$ cat config.mk
export PLATFORM = sky130hd
export DESIGN_NAME = program_loader
export DESIGN_NICKNAME = d
export VERILOG_FILES = /design/src/rtl/loader_pkg.sv /design/src/rtl/loader_timeout.sv /design/src/rtl/program_loader.sv
export SDC_FILE = /design/constraint.sdc
export NUM_CORES = 1
export LEC_CHECK = 0
export ABC_AREA = 1
export CORE_ASPECT_RATIO = 2
export CORE_MARGIN = 2
export CORE_UTILIZATION = 62
export DETAILED_ROUTE_END_ITERATION = 12
export GPL_ROUTABILITY_DRIVEN = 0
export PLACE_DENSITY = 0.86
export SETUP_SLACK_MARGIN = 0.15
export SYNTH_ARGS = -nofsm -noshare
export SYNTH_HDL_FRONTEND = slang
export SYNTH_HIERARCHICAL = 1
export SYNTH_SLANG_ARGS = --single-unit
$ cat constraint.sdc
create_clock -name clk -period 5 [get_ports clk]
set_clock_uncertainty 0.1 [all_clocks]
set_input_delay 0.5 -clock clk [delete_from_list [all_inputs] [get_ports clk]]
set_output_delay 0.5 -clock clk [all_outputs]
set_load 0.03 [all_outputs]
$ cat src/rtl/loader_pkg.sv
// Shared types and constants for the byte-stream program loader.
package loader_pkg;

    localparam int unsigned LEN_W = 16;
    localparam logic [7:0] START_BYTE_DEFAULT = 8'hA5;

    typedef enum logic [2:0] {
        IDLE,
        CLEAR,
        LEN_LO,
        LEN_HI,
        DATA,
        CHECK,
        DONE,
        ERROR
    } state_t;

    // States in which the inter-byte idle timer runs.
    function automatic logic in_frame(state_t s);
        return (s == LEN_LO) || (s == LEN_HI) || (s == DATA) || (s == CHECK);
    endfunction

endpackage

$ cat src/rtl/loader_timeout.sv
// Idle-cycle counter; expired_o flags the last allowed idle cycle so the
// caller can register the timeout on the following edge.
module loader_timeout #(
    parameter int unsigned TIMEOUT_CYCLES = 1_000_000
) (
    input  logic clk,
    input  logic rst,
    input  logic clear_i,
    input  logic enable_i,
    output logic expired_o
);

    localparam int unsigned CNT_W = (TIMEOUT_CYCLES < 2) ? 1 : $clog2(TIMEOUT_CYCLES);
    localparam logic [CNT_W-1:0] LAST = CNT_W'(TIMEOUT_CYCLES - 1);

    logic [CNT_W-1:0] cnt_q;
    logic [CNT_W-1:0] cnt_d;

    always_comb begin
        cnt_d = cnt_q;
        if (clear_i) begin
            cnt_d = '0;
        end else if (enable_i && (cnt_q != LAST)) begin
            cnt_d = cnt_q + CNT_W'(1);
        end
    end

    always_ff @(posedge clk or posedge rst) begin
        if (rst) begin
            cnt_q <= '0;
        end else begin
            cnt_q <= cnt_d;
        end
    end

    assign expired_o = enable_i && (cnt_q == LAST);

endmodule

$ cat src/rtl/program_loader.sv
// Boot loader: parses START/LEN/payload/checksum frames from the UART stream,
// clears and fills program memory, and holds the CPU until a frame verifies.
module program_loader
    import loader_pkg::*;
#(
    parameter int unsigned MEM_BYTES      = 1024,
    parameter logic [7:0]  START_BYTE     = START_BYTE_DEFAULT,
    parameter int unsigned TIMEOUT_CYCLES = 1_000_000
) (
    input  logic        clk,
    input  logic        rst,
    input  logic [7:0]  rx_data,
    input  logic        rx_valid,
    output logic        rx_ready,
    output logic        write_enable,
    output logic [7:0]  write_data,
    output logic [31:0] write_address,
    output logic        clear_mem,
    output logic        cpu_hold,
    output logic        load_done,
    output logic        load_error,
    output state_t      state_o
);

    // Stream handshake: a byte transfers on a rising edge where rx_valid and
    // rx_ready are both high; rx_ready is registered and low only in CLEAR.

    state_t           state_q, state_d;
    logic [LEN_W-1:0] len_q, len_d;
    logic [LEN_W-1:0] idx_q, idx_d;
    logic [7:0]       sum_q, sum_d;
    logic             rx_ready_q, rx_ready_d;
    logic             we_q, we_d;
    logic [7:0]       wdata_q, wdata_d;
    logic [LEN_W-1:0] waddr_q, waddr_d;
    logic             clear_q, clear_d;
    logic             hold_q, hold_d;
    logic             done_q, done_d;
    logic             err_q, err_d;

    logic             accept;
    logic             expired;
    logic [LEN_W-1:0] len_in;

    assign accept = rx_valid && rx_ready_q;
    assign len_in = {rx_data, len_q[7:0]};

    loader_timeout #(
        .TIMEOUT_CYCLES(TIMEOUT_CYCLES)
    ) u_timeout (
        .clk      (clk),
        .rst      (rst),
        .clear_i  (accept || !in_frame(state_q)),
        .enable_i (in_frame(state_q)),
        .expired_o(expired)
    );

    always_comb begin
        state_d = state_q;
        len_d   = len_q;
        idx_d   = idx_q;
        sum_d   = sum_q;
        we_d    = 1'b0;
        wdata_d = wdata_q;
        waddr_d = waddr_q;
        clear_d = 1'b0;
        hold_d  = hold_q;
        done_d  = done_q;
        err_d   = err_q;

        unique case (state_q)
            IDLE, DONE, ERROR: begin
                if (accept && (rx_data == START_BYTE)) begin
                    state_d = CLEAR;
                    clear_d = 1'b1;
                    hold_d  = 1'b1;
                    done_d  = 1'b0;
                    err_d   = 1'b0;
                end
            end
            CLEAR: state_d = LEN_LO;
            LEN_LO: begin
                if (accept) begin
                    len_d[7:0] = rx_data;
                    state_d    = LEN_HI;
                end
            end
            LEN_HI: begin
                if (accept) begin
                    len_d = len_in;
                    idx_d = '0;
                    sum_d = '0;
                    if (32'(len_in) > MEM_BYTES) begin
                        state_d = ERROR;
                        err_d   = 1'b1;
                    end else if (len_in == '0) begin
                        state_d = CHECK;
                    end else begin
                        state_d = DATA;
                    end
                end
            end
            DATA: begin
                if (accept) begin
                    we_d    = 1'b1;
                    wdata_d = rx_data;
                    waddr_d = idx_q;
                    sum_d   = sum_q + rx_data;
                    idx_d   = idx_q + LEN_W'(1);
                    if (idx_q == (len_q - LEN_W'(1))) begin
                        state_d = CHECK;
                    end
                end
            end
            CHECK: begin
                if (accept) begin
                    if (rx_data == sum_q) begin
                        state_d = DONE;
                        done_d  = 1'b1;
                        hold_d  = 1'b0;
                    end else begin
                        state_d = ERROR;
                        err_d   = 1'b1;
                    end
                end
            end
            default: state_d = IDLE;
        endcase

        // A byte arriving on the expiry cycle still counts.
        if (in_frame(state_q) && !accept && expired) begin
            state_d = ERROR;
            err_d   = 1'b1;
        end

        rx_ready_d = (state_d != CLEAR);
    end

    always_ff @(posedge clk or posedge rst) begin
        if (rst) begin
            state_q    <= IDLE;
            len_q      <= '0;
            idx_q      <= '0;
            sum_q      <= '0;
            rx_ready_q <= 1'b1;
            we_q       <= 1'b0;
            wdata_q    <= '0;
            waddr_q    <= '0;
            clear_q    <= 1'b0;
            hold_q     <= 1'b0;
            done_q     <= 1'b0;
            err_q      <= 1'b0;
        end else begin
            state_q    <= state_d;
            len_q      <= len_d;
            idx_q      <= idx_d;
            sum_q      <= sum_d;
            rx_ready_q <= rx_ready_d;
            we_q       <= we_d;
            wdata_q    <= wdata_d;
            waddr_q    <= waddr_d;
            clear_q    <= clear_d;
            hold_q     <= hold_d;
            done_q     <= done_d;
            err_q      <= err_d;
        end
    end

    assign rx_ready      = rx_ready_q;
    assign write_enable  = we_q;
    assign write_data    = wdata_q;
    assign write_address = {{(32 - LEN_W){1'b0}}, waddr_q};
    assign clear_mem     = clear_q;
    assign cpu_hold      = hold_q;
    assign load_done     = done_q;
    assign load_error    = err_q;
    assign state_o       = state_q;

endmodule

* After elaboration in Yosys (flattened, before gate mapping) *
Index checks and enable logic that the tools add are counted.

word-level totals
  bits in registers = 93
  input bits = 11
  output and inout bits = 49
  word-level logic and storage cells = 107

cells by class
  add/subtract/negate cells = 4
  magnitude comparators = 1
  equal/unequal tests = 23
  muxes and demuxes = 39
  bitwise gates (word level) = 1
  reduce and logical (&&, ||, !) cells = 25

operator list
  cell                   count
  $mux 20                2
  $mux 16                2
  $pmux 16 s2            1
  $pmux 8 s2             2
  $mux 3                 8
  $mux 8                 3
  $add 20x1->20 const B  1
  $eq 20x20->1 const B   1
  $ne 20x20->1 const B   1
  $pmux 3 s6             1
  $mux 1                 17
  $add 16x1->16 const B  1
  $eq 16x16->1           1
  $gt 16x11->1 const B   1
  $logic_not 16->1       1
  $sub 16x1->16 const B  1
  $eq 3x3->1 const B     4
  $ne 3x2->1 const B     3
  $add 8x8->8            1
  $eq 8x8->1             1
  $eq 8x8->1 const B     1
  $ne 2x2->1 const B     4
  $eq 3x2->1 const B     2
  $logic_and 1x1->1      6
  17 further kinds       27

* Depth between registers and ports, before layout *
  word-level depth = 8
  mapped depth = 15
  mapped depth without buffers = 15

* By module *
The synthesis kept the hierarchy.

modules (own cells, without submodules)
  module          instances  cells each  area each (um^2)  seq. area each (um^2)
  program_loader  1          569         4236.6            1828.0
  loader_timeout  1          200         1422.6            500.5

* Worst setup path before layout *
OpenSTA, ideal clock, no wires.

  path type = input -> register
  start = input rx_data[0]
  end = register sum_q[6]
  setup time = 126 ps
  data arrival time = 1736 ps
  data required time = 4774 ps
  path slack = 3038 ps
  cell stages on the path = 10
  path buffers = 0
  path through = ha_1 -> fa_1 -> a21oi_1 -> o21ai_0 -> nand2_1 -> nand2_1 -> a21oi_1 -> nand2_1 -> nand2_1 -> o21ai_0

on the way
  word-level cells in the longest chain between the ends = 3

RTL lines
  item                  line                   RTL
  from (decl)           program_loader.sv:12   input logic [7:0] rx_data,
  $add 8x8->8           program_loader.sv:108  sum_d = sum_q + rx_data;
  $mux 8                program_loader.sv:104  if (accept) begin
  $pmux 8 s2            program_loader.sv:71   unique case (state_q)
  to (signal assigned)  program_loader.sv:157  sum_q <= sum_d;
  to (decl)             program_loader.sv:31   logic [7:0] sum_q, sum_d;

Every way passes these cells. The select of a mux whose other input is x is not followed.
A chain may end at the register's enable or synchronous reset.

* Worst setup path after layout *
  start = register state_q[1] (netlist: state_o[1])
  end = register u_timeout.cnt_q[9]

on the way
  word-level cells in the longest chain between the ends = 7
  elaborated cells on any way between the ends = 12
  classes of those cells = 4 x eq/ne; 1 x mux; 7 x reduce/logical

RTL lines
  item                                          line                   RTL
  from (decl)                                   program_loader.sv:28   state_t state_q, state_d;
  from (signal assigned)                        program_loader.sv:154  state_q <= state_d;
  $eq 3x2->1                                    loader_pkg.sv:20       return (s == LEN_LO) || (s == LEN_HI) || (s == DATA) || (s == CHECK);
  $logic_or 1x1->1 (2 in a row)                 loader_pkg.sv:20
  $logic_or 1x1->1 (*)                          loader_pkg.sv:20
  $logic_not 1->1                               program_loader.sv:53   .clear_i (accept || !in_frame(state_q)),
  $logic_or 1x1->1                              program_loader.sv:53
  $mux 20 or $reduce_bool 2->1 (tied branches)  n/a
  to (signal assigned)                          loader_timeout.sv:32   cnt_q <= cnt_d;
  to (decl)                                     loader_timeout.sv:16   logic [CNT_W-1:0] cnt_q;

Every way passes the cells marked *; elsewhere a longest branch is shown, timed or not.

==> qor.yml <==
status: "finished, final reports clean"
netSwitchingFraction: 0.456
vias: 5288
total_leakage_power_nw: 3.10
core_mm2: 0.00895
ir_drop_uv: 367
synth_seq_area_share: 0.411
drv_slew: 0
power.switching_w: 0.00158
synth_compound_area_frac: 0.0873
rsz0062_at_grt: "no"
place_ws_ps: 2130
hp-class: "reg -> reg"
use_met2: 0.570
crit_required_ps: 5180
diodes: 0
antenna_found_initial: 0
clock_latency_ps: 350
nFillCells: 705
viasPerCell: 5.79
drt_first_pass_iters: 5
synth-seq-cells: 93
top_usage_layer: "met2"
critPathCaptureType: "flip-flop"
grt_pass1_vias: 5451
cts_setup_buffers: 0
final_area_mm2: 0.00637
grt_pass1_wl_um: 25000
max_freq_ghz: 0.355
grt_overflow_total: 0
remaining_drc_errors: 0
initial_core_util: 0.632
nNetsFinal: 829
tritoncts.num_buffers: 9
min_delay_path_depth: 2
clkPwrFrac: 0.200
netlist_area_mm2: 0.00566
power_density_mw_per_mm2: 543
path_class: "reg -> reg"
cts-root-buf: "clkbuf_16"
die_w_um: 71.6
routed_wl_um: 15200
period_needed_ps: 2820
drive_gt1_frac: 0.0677
synth_common_cells: "238 x nand2_1, 92 x dfrtp_1, 77 x inv_1"
fin_ws_ps: 2180
yosys.area_share.simple: 0.349
final_antenna_net_count: 0
placed_cells: 898
row_count: 49
fin_setup_tns_ps: 0
drv_cap: 0
reg2reg_from: "state_o[1]$_DFF_PP0_"
track_usage: 0.322
clk_pin_slew_ps: 60
p_comb_frac: 0.463
synth-edff-count: 0
hold_buffers: 0
rr_worst_depth: 7
synth_ff_type: "dfrtp_1"
io_pins: 60
die_y_um: 139
synth.most_common_cell: "nand2_1"
portBuffers: 43
grt_util_met1: 0.312
synth_area_leaders: "dfrtp_1 41%, nand2_1 16%, nand3_1 5.2%, o21ai_0 5.1%, inv_1 5.1%"
synth_xor_area_frac: 0.0340
place_area_mm2: 0.00607
dieArea_mm2: 0.00995
worst_pin_slew_ps: 797
min_period_over_period: 0.563
wl_per_cell_um: 16.7
worstHoldStart: "waddr_q[4]$_DFFE_PP0P_"
cts_max_path_buffers: 2
synthArstFlopShare: 1.00
synthCells: 769
cts_tree: "done"
synth_fa_ha_area_frac: 0.0256
arrival_ps: 3000
avgSynthCellArea_um2: 7.36
critPathLaunch: "state_o[1]$_DFF_PP0_"
area_growth_pct: 12.6
drt_iter0_markers: 447
max_slew_margin: 0.468
cts.repair.resized: 0
seq_power_share: 0.338
numClockSinks: 93
synth_top_family_by_area: "simple AND/OR/NAND/NOR gates"
ys_types: 44
met3_usage: 0.0480
synth_area_leader_cell: "dfrtp_1"
hold_viol: 0
dp.final_hpwl_um: 11400
grt_max_degree: 55
startpoint_type: "flip-flop"
setup_violations: 0
p_int_w: 0.00188
synth_top_cell_area_share: 0.407
synthMuxAreaShare: 0
crit_fanout: 26
htreeDepth: 3
layout.cells.non_filler: 914
yosysWarnings: 6
-- layer usage --
metal / vias to the layer above / part of all wire
met5: - / 0
met4: 0 / 0.088
met3: 97 / 0.038
met2: 198 / 0.55
met1: 2481 / 0.33
li1: 2512 / -
-- worst paths after layout --
check / to / slack [ps]
worst max-delay path: u_timeout/cnt_q[9]$_DFFE_PP0P_ / 2180
worst min-delay path: waddr_q[4]$_DFFE_PP0P_ / 380
worst max register to register: u_timeout/cnt_q[9]$_DFFE_PP0P_ / 2180
worst min register to register: waddr_q[4]$_DFFE_PP0P_ / 380
max in group asynchronous: rx_ready$_DFF_PP1_ / 3260
min in group asynchronous: write_data[5]$_DFFE_PP0P_ / 530
-- worst max-delay path, cell delays in order (launching register included) --
cell and delay, ps:
dfrtp_1 460, nand2_2 160, nand2_1 330, nand2_1 420, clkinv_1 700, nand2_2 420
nand2_1 90, nand2_1 70
-- cells in the final DEF (no fill, tap or decap), types with 12 or more instances in the layout --
cell type | netlist | final
nand4_1 | 17 | 17
a21oi_1 | 19 | 19
inv_1 | 77 | 76
nor3_1 | 12 | 12
o21ai_0 | 58 | 58
dfrtp_1 | 92 | 92
xor2_1 | 14 | 14
clkdlybuf4s50_1 | 0 | 43
conb_1 | 1 | 16
nand3_1 | 59 | 59
nor2_1 | 76 | 76
nand2_1 | 238 | 238
-- power groups by stage --
| stage | Clock [W] | Sequential [W] | Combinational [W] |
|---|---|---|---|
| after global placement | 0 | 0.00116 | 0.00150 |
| after global routing | 0.000727 | 0.00118 | 0.00178 |
| after CTS | 0.000698 | 0.00116 | 0.00159 |
| after floorplan | 0 | 0.00126 | 0.00105 |
| final | 0.000690 | 0.00117 | 0.00160 |
| after detailed placement | 0 | 0.00117 | 0.00156 |
-- cell type report --
class | instances | area, um2 | share of cell area
repair buffers | 44 | 438 | 0.0687
clock inverters | 6 | 70.1 | 0.0110
inverters | 82 | 308 | 0.0483
flip-flops and latches | 93 | 2330 | 0.366
well taps | 102 | 128 | 0.0200
clock buffers | 10 | 229 | 0.0359
multi-input cells | 577 | 2870 | 0.450
-- sequential cells by signal, summed over array words and instances (netlist names) --
signal / cells
write_enable: 1
len_q: 16
sum_q: 8
clear_mem: 1
cpu_hold: 1
rx_ready: 1
load_done: 1
write_data: 8
idx_q: 16
waddr_q: 16
state_o: 3
load_error: 1
u_timeout/cnt_q: 20
-- per-stage QoR --
stage / hold slack [ps] / power (W) / utilization
3_5_place_dp: 370 / 0.00273 / 0.678
4_1_cts: 388 / 0.00344 / 0.712
6_report: 383 / 0.00346 / 0.712
2_1_floorplan: 357 / 0.00231 / -
5_1_grt: 413 / 0.00369 / 0.712
3_3_place_gp: 365 / 0.00266 / 0.678
-- kinds of logic (layout without fill, tap and decap cells) --
logic type | Yosys count | after routing
fa+ha+maj | 11 | 11
simple gates | 436 | 436
compound gates | 92 | 92
xor+xnor | 22 | 22
flops | 93 | 93
other cells | 1 | 16
buf+inv | 114 | 142
Note: power is estimated with default switching activity, not from simulation.
